===== src/rtl/bram_port_arbiter.sv =====
// Shares one BRAM port between two valid/ready requesters, after a post-reset init pass that fills a RAM region.
// Define BRAM_ARB_FIXED_PRIO_EN to make req0 win every conflict instead of round-robin alternation.
module bram_port_arbiter #(
  parameter int unsigned          RAM_WIDTH  = 16,
  parameter int unsigned          ADDR_WIDTH = 9,
  parameter int unsigned          INIT_DEPTH = 16,
  parameter int unsigned          INIT_BASE  = 0,
  parameter logic [RAM_WIDTH-1:0] INIT_VALUE = '0
) (
  input  logic                  clka,
  input  logic                  rstb,
  input  logic                  req0_valid,
  output logic                  req0_ready,
  input  logic                  req0_we,
  input  logic [ADDR_WIDTH-1:0] req0_addr,
  input  logic [RAM_WIDTH-1:0]  req0_wdata,
  output logic                  rsp0_valid,
  output logic [RAM_WIDTH-1:0]  rsp0_rdata,
  input  logic                  req1_valid,
  output logic                  req1_ready,
  input  logic                  req1_we,
  input  logic [ADDR_WIDTH-1:0] req1_addr,
  input  logic [RAM_WIDTH-1:0]  req1_wdata,
  output logic                  rsp1_valid,
  output logic [RAM_WIDTH-1:0]  rsp1_rdata,
  output logic                  mem_we,
  output logic [ADDR_WIDTH-1:0] mem_addr,
  output logic [RAM_WIDTH-1:0]  mem_din,
  input  logic [RAM_WIDTH-1:0]  mem_dout,
  output logic                  init_done
);

  typedef enum logic {ST_INIT, ST_ARB} state_t;

  localparam int unsigned CNT_W = (INIT_DEPTH > 1) ? $clog2(INIT_DEPTH) : 1;
  localparam logic [CNT_W-1:0] LAST_CNT = (INIT_DEPTH > 0) ? CNT_W'(INIT_DEPTH - 1) : '0;
  localparam logic [ADDR_WIDTH-1:0] BASE_ADDR = ADDR_WIDTH'(INIT_BASE);

  state_t                  state_q, state_d;
  logic [CNT_W-1:0]        cnt_q, cnt_d;
  logic                    init_done_q, init_done_d;
  logic [ADDR_WIDTH-1:0]   addr_hold_q, addr_hold_d;
  logic [RAM_WIDTH-1:0]    din_hold_q, din_hold_d;
  logic [1:0]              rsp_valid_q, rsp_valid_d;
  logic [RAM_WIDTH-1:0]    rdata0_q, rdata0_d;
  logic [RAM_WIDTH-1:0]    rdata1_q, rdata1_d;
  logic                    grant0, grant1;
`ifndef BRAM_ARB_FIXED_PRIO_EN
  logic                    last_q, last_d;
`endif

  // Grants are combinational so the RAM sees the address in the accept cycle.
  always_comb begin
    grant0 = 1'b0;
    grant1 = 1'b0;
    if (!rstb && state_q == ST_ARB) begin
`ifdef BRAM_ARB_FIXED_PRIO_EN
      grant0 = req0_valid;
      grant1 = req1_valid && !req0_valid;
`else
      if (req0_valid && req1_valid) begin
        grant0 = last_q;
        grant1 = !last_q;
      end else begin
        grant0 = req0_valid;
        grant1 = req1_valid;
      end
`endif
    end
  end

  always_comb begin
    state_d     = state_q;
    cnt_d       = cnt_q;
    init_done_d = init_done_q;
    rsp_valid_d = '0;
    mem_we      = 1'b0;
    mem_addr    = addr_hold_q;
    mem_din     = din_hold_q;
`ifndef BRAM_ARB_FIXED_PRIO_EN
    last_d      = last_q;
`endif
    case (state_q)
      ST_INIT: begin
        if (INIT_DEPTH == 0) begin
          state_d     = ST_ARB;
          init_done_d = 1'b1;
        end else begin
          mem_we   = 1'b1;
          mem_addr = BASE_ADDR + ADDR_WIDTH'(cnt_q);
          mem_din  = INIT_VALUE;
          if (cnt_q == LAST_CNT) begin
            state_d     = ST_ARB;
            init_done_d = 1'b1;
            cnt_d       = '0;
          end else begin
            cnt_d = cnt_q + 1'b1;
          end
        end
      end
      default: begin
        if (grant0) begin
          mem_we         = req0_we;
          mem_addr       = req0_addr;
          mem_din        = req0_wdata;
          rsp_valid_d[0] = !req0_we;
`ifndef BRAM_ARB_FIXED_PRIO_EN
          last_d         = 1'b0;
`endif
        end else if (grant1) begin
          mem_we         = req1_we;
          mem_addr       = req1_addr;
          mem_din        = req1_wdata;
          rsp_valid_d[1] = !req1_we;
`ifndef BRAM_ARB_FIXED_PRIO_EN
          last_d         = 1'b1;
`endif
        end
      end
    endcase
    addr_hold_d = mem_addr;
    din_hold_d  = mem_din;
    if (rstb) begin
      mem_we   = 1'b0;
      mem_addr = '0;
      mem_din  = '0;
    end
    rsp0_valid = rsp_valid_q[0] && !rstb;
    rsp1_valid = rsp_valid_q[1] && !rstb;
    rsp0_rdata = rsp0_valid ? mem_dout : rdata0_q;
    rsp1_rdata = rsp1_valid ? mem_dout : rdata1_q;
    rdata0_d   = rsp0_rdata;
    rdata1_d   = rsp1_rdata;
  end

  assign req0_ready = grant0;
  assign req1_ready = grant1;
  assign init_done  = init_done_q;

  // Pointer resets to req1 so that req0 wins the first tie.
  always_ff @(posedge clka) begin
    if (rstb) begin
      state_q     <= ST_INIT;
      cnt_q       <= '0;
      init_done_q <= 1'b0;
      addr_hold_q <= '0;
      din_hold_q  <= '0;
      rsp_valid_q <= '0;
      rdata0_q    <= '0;
      rdata1_q    <= '0;
`ifndef BRAM_ARB_FIXED_PRIO_EN
      last_q      <= 1'b1;
`endif
    end else begin
      state_q     <= state_d;
      cnt_q       <= cnt_d;
      init_done_q <= init_done_d;
      addr_hold_q <= addr_hold_d;
      din_hold_q  <= din_hold_d;
      rsp_valid_q <= rsp_valid_d;
      rdata0_q    <= rdata0_d;
      rdata1_q    <= rdata1_d;
`ifndef BRAM_ARB_FIXED_PRIO_EN
      last_q      <= last_d;
`endif
    end
  end

endmodule


===== config.mk =====
export PLATFORM = sky130hd
export DESIGN_NAME = bram_port_arbiter
export DESIGN_NICKNAME = d
export VERILOG_FILES = /design/src/rtl/bram_port_arbiter.sv
export SDC_FILE = /design/constraint.sdc
export NUM_CORES = 1
export LEC_CHECK = 0
export BUFFER_PORTS_ARGS = -buffer_cell sky130_fd_sc_hd__buf_2
export CAP_MARGIN = 20
export CORE_UTILIZATION = 48
export CTS_CLUSTER_DIAMETER = 30
export DETAILED_ROUTE_END_ITERATION = 8
export PLACE_DENSITY = 0.82
export SYNTH_ARGS = -nofsm -noshare
export SYNTH_HDL_FRONTEND = slang
export SYNTH_SLANG_ARGS = --single-unit

===== constraint.sdc =====
create_clock -name clka -period 2.4 [get_ports clka]
set_clock_uncertainty 0.1 [all_clocks]
set_input_delay 0.6 -clock clka [delete_from_list [all_inputs] [get_ports clka]]
set_output_delay 0.6 -clock clka [all_outputs]
set_load 0.03 [all_outputs]

==> results.md, run 1 <==
- Run status: finished with violations
- Failing checks: design-rule violations, negative setup slack
- Slew HR: 73.2%
- Final ANT Viol Nets: 0
- Synth unique cells: 31
- N_diodes: 0
- IO buf count: between 100 and 150
- Grt total ovfl: 0
- Htree depth: 3
- Final Total Pwr: 2.39 mW
- Ports: 135
- Num CTS Buffers: 9
- Clk sinks: 66
- RSZ-0062 raised after global routing: true
- Final hold slack: 333 ps
- Largest net degree at the start of global routing: 23
- Dominant cells by area after synthesis: dfxtp_1, mux2i_1, mux2_2
- First-pass GRT wire length: about 14,000 um
- Post-synthesis sequential area ratio: 40.6%
- Critical Path Fanout Max: 22
- Worst hold path type: input port to register
- Vias in the first global route: about 3,200
- Final Util: between 70% and 80%
- PnR worst setup slack: -51.8 ps
- Initial antenna violation count: 0
- Post-route minimum period: 2450 ps
- Max-cap violations: 0
- Final WL: slightly above 9000 um
- Worst-Skew Late Latency: around 350 ps
- Hold-fix buffers, CTS: 0
- CTS Buffer Depth: 2
- Clk slew on worst S/H paths: 70 ps
- Period utilization: 102%
- Die Span X: between 80 and 90 um
- Cell Rows: 29
- Top_reg_cell synth: dfxtp_1
- Post-synth EDFFs: 0
- Top cell type by total area after synthesis: dfxtp_1
- Share of flip-flops with an asynchronous set or reset: 0%
- Post-Layout Cell Count: 555
- Starting Density: around half
- Fin nets: 546
- Leakage: 2.02 nW
- Final Hold Violating Endpoints: 0
- Layout cell share with drive strength beyond 1: a little over half
- Clk Tree Root Cell: clkbuf_8
- Full die area: about 7100 um^2
- Setup violators final: 13
- Worst setup EP type: output pin
- Via density: 5.51
- GP Congestion: ~0.8
- Total track usage: between 20% and 30%
- CP arrival: 1750 ps
- First DRT Iteration DRCs: 111
- Die height: 84.3 um
- Via Count: 3,056
- Layout area overhead: 47.2%
- Worst path required time: 1700 ps
- Synth Register Bits: 66
- Commonest non-fill, non-tap cell in the layout: buf_2
- Post-Syn Nets: between 400 and 500
- Cell count after synthesis: 332
- Core footprint: 6460 um^2
- Syn Std Cell Area: 3250 um^2
- Critical path class: input port to output pin
- Fin. max-slew vios: 0
- DP HPWL: 6180 um
- Routed len/inst: 16.7 um
- Inst Count DP: 535
- Syn Area/Cell: 9.80 um^2
- Drt drc: 4
- Maximum VDD drop: 0.598 mV
- Most frequent cells in the layout: buf_2, dfxtp_1, nor2_1
- CTS tree: done
- CP Launch Type: input port
- DRT Pass-1 Iters: 8
- Worst-margin pin slew: 398 ps
- PwrDens: 499 nW/um^2
- Ys Warns: 0
- Setup total negative slack: -181 ps
- Max Fclk: 0.408 GHz
- Area share of the largest cell type after synthesis: 40.6%
## final cells by class
cell class / instances / area, um^2
Fill cell: 439 / 1670
Clock buffer: 9 / 124
Tap cell: 77 / 96.3
Clock inverter: 7 / 93.8
Multi-Input combinational cell: 232 / 2010
Sequential cell: 66 / 1330
Timing Repair Buffer: 161 / 1130
Inverter: 3 / 11.3
## path summary, 6_finish.rpt
check,from,to,slack [ps],depth (start not counted)
setup / recovery,req1_valid,mem_din[15],-50,6
hold / removal,req1_we,rsp_valid_q[1]$_SDFF_PP0_,330,2
setup reg to reg,last_q$_SDFFE_PP1P_,din_hold_q[13]$_DFF_P_,920,5
hold reg to reg,init_done$_SDFFE_PP0P_,init_done$_SDFFE_PP0P_,390,2
## state kept, by name, summed over array words and instances, names as in the netlist
signal / cells
rdata1_q: 16
rsp_valid_q: 2
cnt_q: 4
state_q: 1
addr_hold_q: 9
din_hold_q: 16
last_q: 1
rdata0_q: 16
init_done: 1
## cell families after synthesis
group                      Yosys count  share of synthesized area, %
and+or+nand+nor                    124                          16.5
muxes                               66                          21.5
DFF                                 66                          40.6
AOI/OAI and AO/OA                   40                          13.0
buffers and inverters               34                          7.62
xor gates and xnor gates             1                         0.269
adders and majority gates            1                         0.385
## layer usage
layer	track usage, %	up-vias	routed length, um
met2	46.3	115	4850
met3	7.37	19	591
li1	-	1461	-
met4	11.9	0	209
met5	0	-	0
met1	28.3	1461	3620
## power breakdown
part,switching [mW],internal [mW]
combinational,0.140,0.110
sequential,0.00631,1.10
clock,0.451,0.582
## cells in the mapped netlist (all sizes together) (2+ instances only)
master  count
nor2       40
a31oi       2
a21oi       5
buf        27
nor3       27
clkbuf      4
mux2i      34
inv         3
nand2      47
nor2b       3
o32ai       5
o31ai       3
dfxtp      66
nand2b      4
mux2       32
a311oi     21
## worst max-delay path, cell delays in order
cell	delay [ps]
buf_6	100
a21boi_4	210
buf_12	180
nand2_1	110
a311oi_4	370
buf_6	180
## through the flow
step / instance area (um^2) / setup slack, ps
6_report: 4790 / -51.8
5_1_grt: 4790 / -70.4
4_1_cts: 4690 / -53.6
3_5_place_dp: 4270 / -96.9
3_3_place_gp: 4270 / -64.5
2_1_floorplan: 3500 / -259
## timing repair
| item | in CTS | in global routing |
|---|---|---|
| resized for setup | 56 | 15 |
| pin swaps | 3 | 5 |
| endpoints found under the hold margin | 0 | 0 |
| setup endpoints to repair | 25 | 29 |
| buffers inserted | 0 | 2 |
| gates cloned | 1 | 1 |
Power figures use the tool's default switching activity.
==> inputs of run 2 (changes only) <==
Clock period 2.4 ns to 2.6 ns, I/O delays scaled along.
==> run 2 against run 1 <==
The run ends with design-rule violations left. Setup slack gained 88 ps. Combinational power is 22% lower. Count of clock-buffer cells in the layout unchanged. Final cell count decreased by 1.4%. Critical path depth is the same. Global-route usage fell by 2.3 points. Sequential share of layout area is 2.6 points higher. Critical path type unchanged. Largest power group is now the clock network. Highest routed layer unchanged.
==> results.md, run 2 (synthesis results as in run 1) <==
- Run status: finished with violations
- Failing checks: design-rule violations
- Die Span X: 84.3 um (unchanged)
- Layout cell share with drive strength beyond 1: 49.1% (-3.6 points)
- Top flop regs: din_hold_q: 16 flops, rdata0_q: 16 flops, rdata1_q: 16 flops
- Via Count: 2,959 (-3.2%)
- Clk sinks: 66 (unchanged)
- Layout area overhead: 34.0%
- First-pass GRT wire length: 13,300 um (-8.1%)
- Post-route minimum period: 2560 ps
- CTS tree: done
- N_diodes: 0 (unchanged)
- Ports: 135 (unchanged)
- Maximum VDD drop: 0.292 mV (-51%)
- Drt drc: 14 (+10)
- IO buf count: 134 (unchanged)
- Post-Layout Cell Count: 547 (-1.4%)
- Die height: 84.3 um (unchanged)
- Max Fclk: between 0.3 and 0.4 GHz
- Clk slew on worst S/H paths: 70 ps (about the same)
- Clk Tree Root Cell: clkbuf_8
- Critical Path Fanout Max: 21 (-4.5%)
- DRT Pass-1 Iters: 6 (-2)
- GP Congestion: 0.835 (+4.8%)
- Setup bufs post-CTS: 0 (unchanged)
- Full die area: 7110 um^2 (unchanged)
- Num CTS Buffers: 9 (unchanged)
- DP HPWL: 5870 um (-5.1%)
- Initial antenna violation count: 0 (unchanged)
- Worst-Skew Late Latency: 340 ps (about the same)
- Setup violators final: 0 (-13)
- Critical path class: input port to output pin
- Fin. max-slew vios: 0 (unchanged)
- RSZ-0062 raised after global routing: true
- Via density: 5.41 (-1.8%)
- Fin nets: 538 (-1.5%)
- Worst path required time: 1850 ps (+150 ps)
- Commonest non-fill, non-tap cell in the layout: buf_2
- Final Hold Violating Endpoints: 0 (unchanged)
- First DRT Iteration DRCs: 116 (+4.5%)
- R2r setup slk: 1220 ps (+300 ps)
- Final Total Pwr: 2.29 mW (-4.1%)
- CTS Buffer Depth: 2 (unchanged)
- Final Util: 67.5% (-6.6 points)
- Worst-margin pin slew: 400 ps (+1.38 ps)
- Worst setup EP type: output pin
- Leakage: 1.90 nW (-6.3%)
- Largest net degree at the start of global routing: 30 (+30%)
- CP arrival: 1810 ps (+60 ps)
- Final WL: 8270 um (-11%)
- Inst Count DP: 531 (-0.75%)
- Max-cap violations: 0 (unchanged)
- Total track usage: 23.5% (-2.3 points)
- Setup total negative slack: 0 ps (+181 ps)
- Starting Density: 50.4% (unchanged)
- Cell Rows: 29 (unchanged)
- Vias in the first global route: 2,861 (-10%)
- Core footprint: 6460 um^2 (unchanged)
- Grt total ovfl: 0 (unchanged)
- Final ANT Viol Nets: 0 (unchanged)
- PwrDens: 526 nW/um^2 (+5.3%)
- Htree depth: 3 (unchanged)
- CP Launch Type: input port
- Period utilization: 98.6%
- Slew HR: 73.3% (+0.076 points)
- Worst hold path type: input port to register
- Routed len/inst: 15.1 um (-9.5%)
- Most frequent cells in the layout: buf_2, dfxtp_1, nand2_1
==> run 2: cell types whose count changed in the layout (fill, tap and decap cells not counted), sizes merged <==
| cell | previous run | this run |
|---|---|---|
| bufinv | 2 | 3 |
| clkinv | 3 | 0 |
| clkinvlp | 2 | 1 |
| inv | 3 | 6 |
| buf | 160 | 152 |
==> run 2: worst paths after layout <==
| kind | startpoint | end | cells past startpoint |
|---|---|---|---|
| min | req0_we | rsp_valid_q[0]$_SDFF_PP0_ | 2 |
| min reg2reg | rdata0_q[0]$_SDFF_PP0_ | rdata0_q[0]$_SDFF_PP0_ | 2 |
| max | req0_valid | mem_din[10] | 6 |
| max reg2reg | state_q$_SDFF_PP0_ | din_hold_q[14]$_DFF_P_ | 3 |
==> run 2: what timing repair did <==
item	CTS	global route
resized for setup	4	36
endpoints found under the setup margin	9	24
pin swaps	0	3
hold buffers	0	0
==> run 2: routing by layer <==
layer / GRT usage (%) / vias to the layer above / share of wire (%)
met3: 4.33 / 19 / 4.5
met1: 27.8 / 1398 / 42
li1: - / 1441 / -
met2: 40.9 / 101 / 51
met4: 11.9 / 0 / 2.5
met5: 0 / - / 0
==> run 2: layout make-up <==
class | instances | area, um^2
clock inverter | 7 | 124
inverter | 3 | 11.3
clock buffer | 9 | 124
sequential | 66 | 1320
timing repair buffer | 153 | 930
tap | 77 | 96.3
multi-input combinational | 232 | 1750
fill | 512 | 2100
==> run 2: stage by stage <==
stage	cell area [um^2]	hold WS [ps]	setup WS (ps)
floorplan	3310	354	19.7
global placement	4050	370	54.0
detailed placement	4050	378	20.2
CTS	4310	381	1.32
global route	4360	395	-10.3
finish	4360	394	36.4
==> run 2: report_power, final <==
group	total (mW)	switching, mW	internal [mW]
Clock	1.07	0.428	0.647
Combinational	0.194	0.105	0.0895
Sequential	1.02	0.00650	1.02
==> run 2: critical path, stage by stage <==
cell,delay [ps]
buf_2,160
a21boi_4,200
buf_12,180
nand2_1,70
a311oi_2,290
buf_2,250
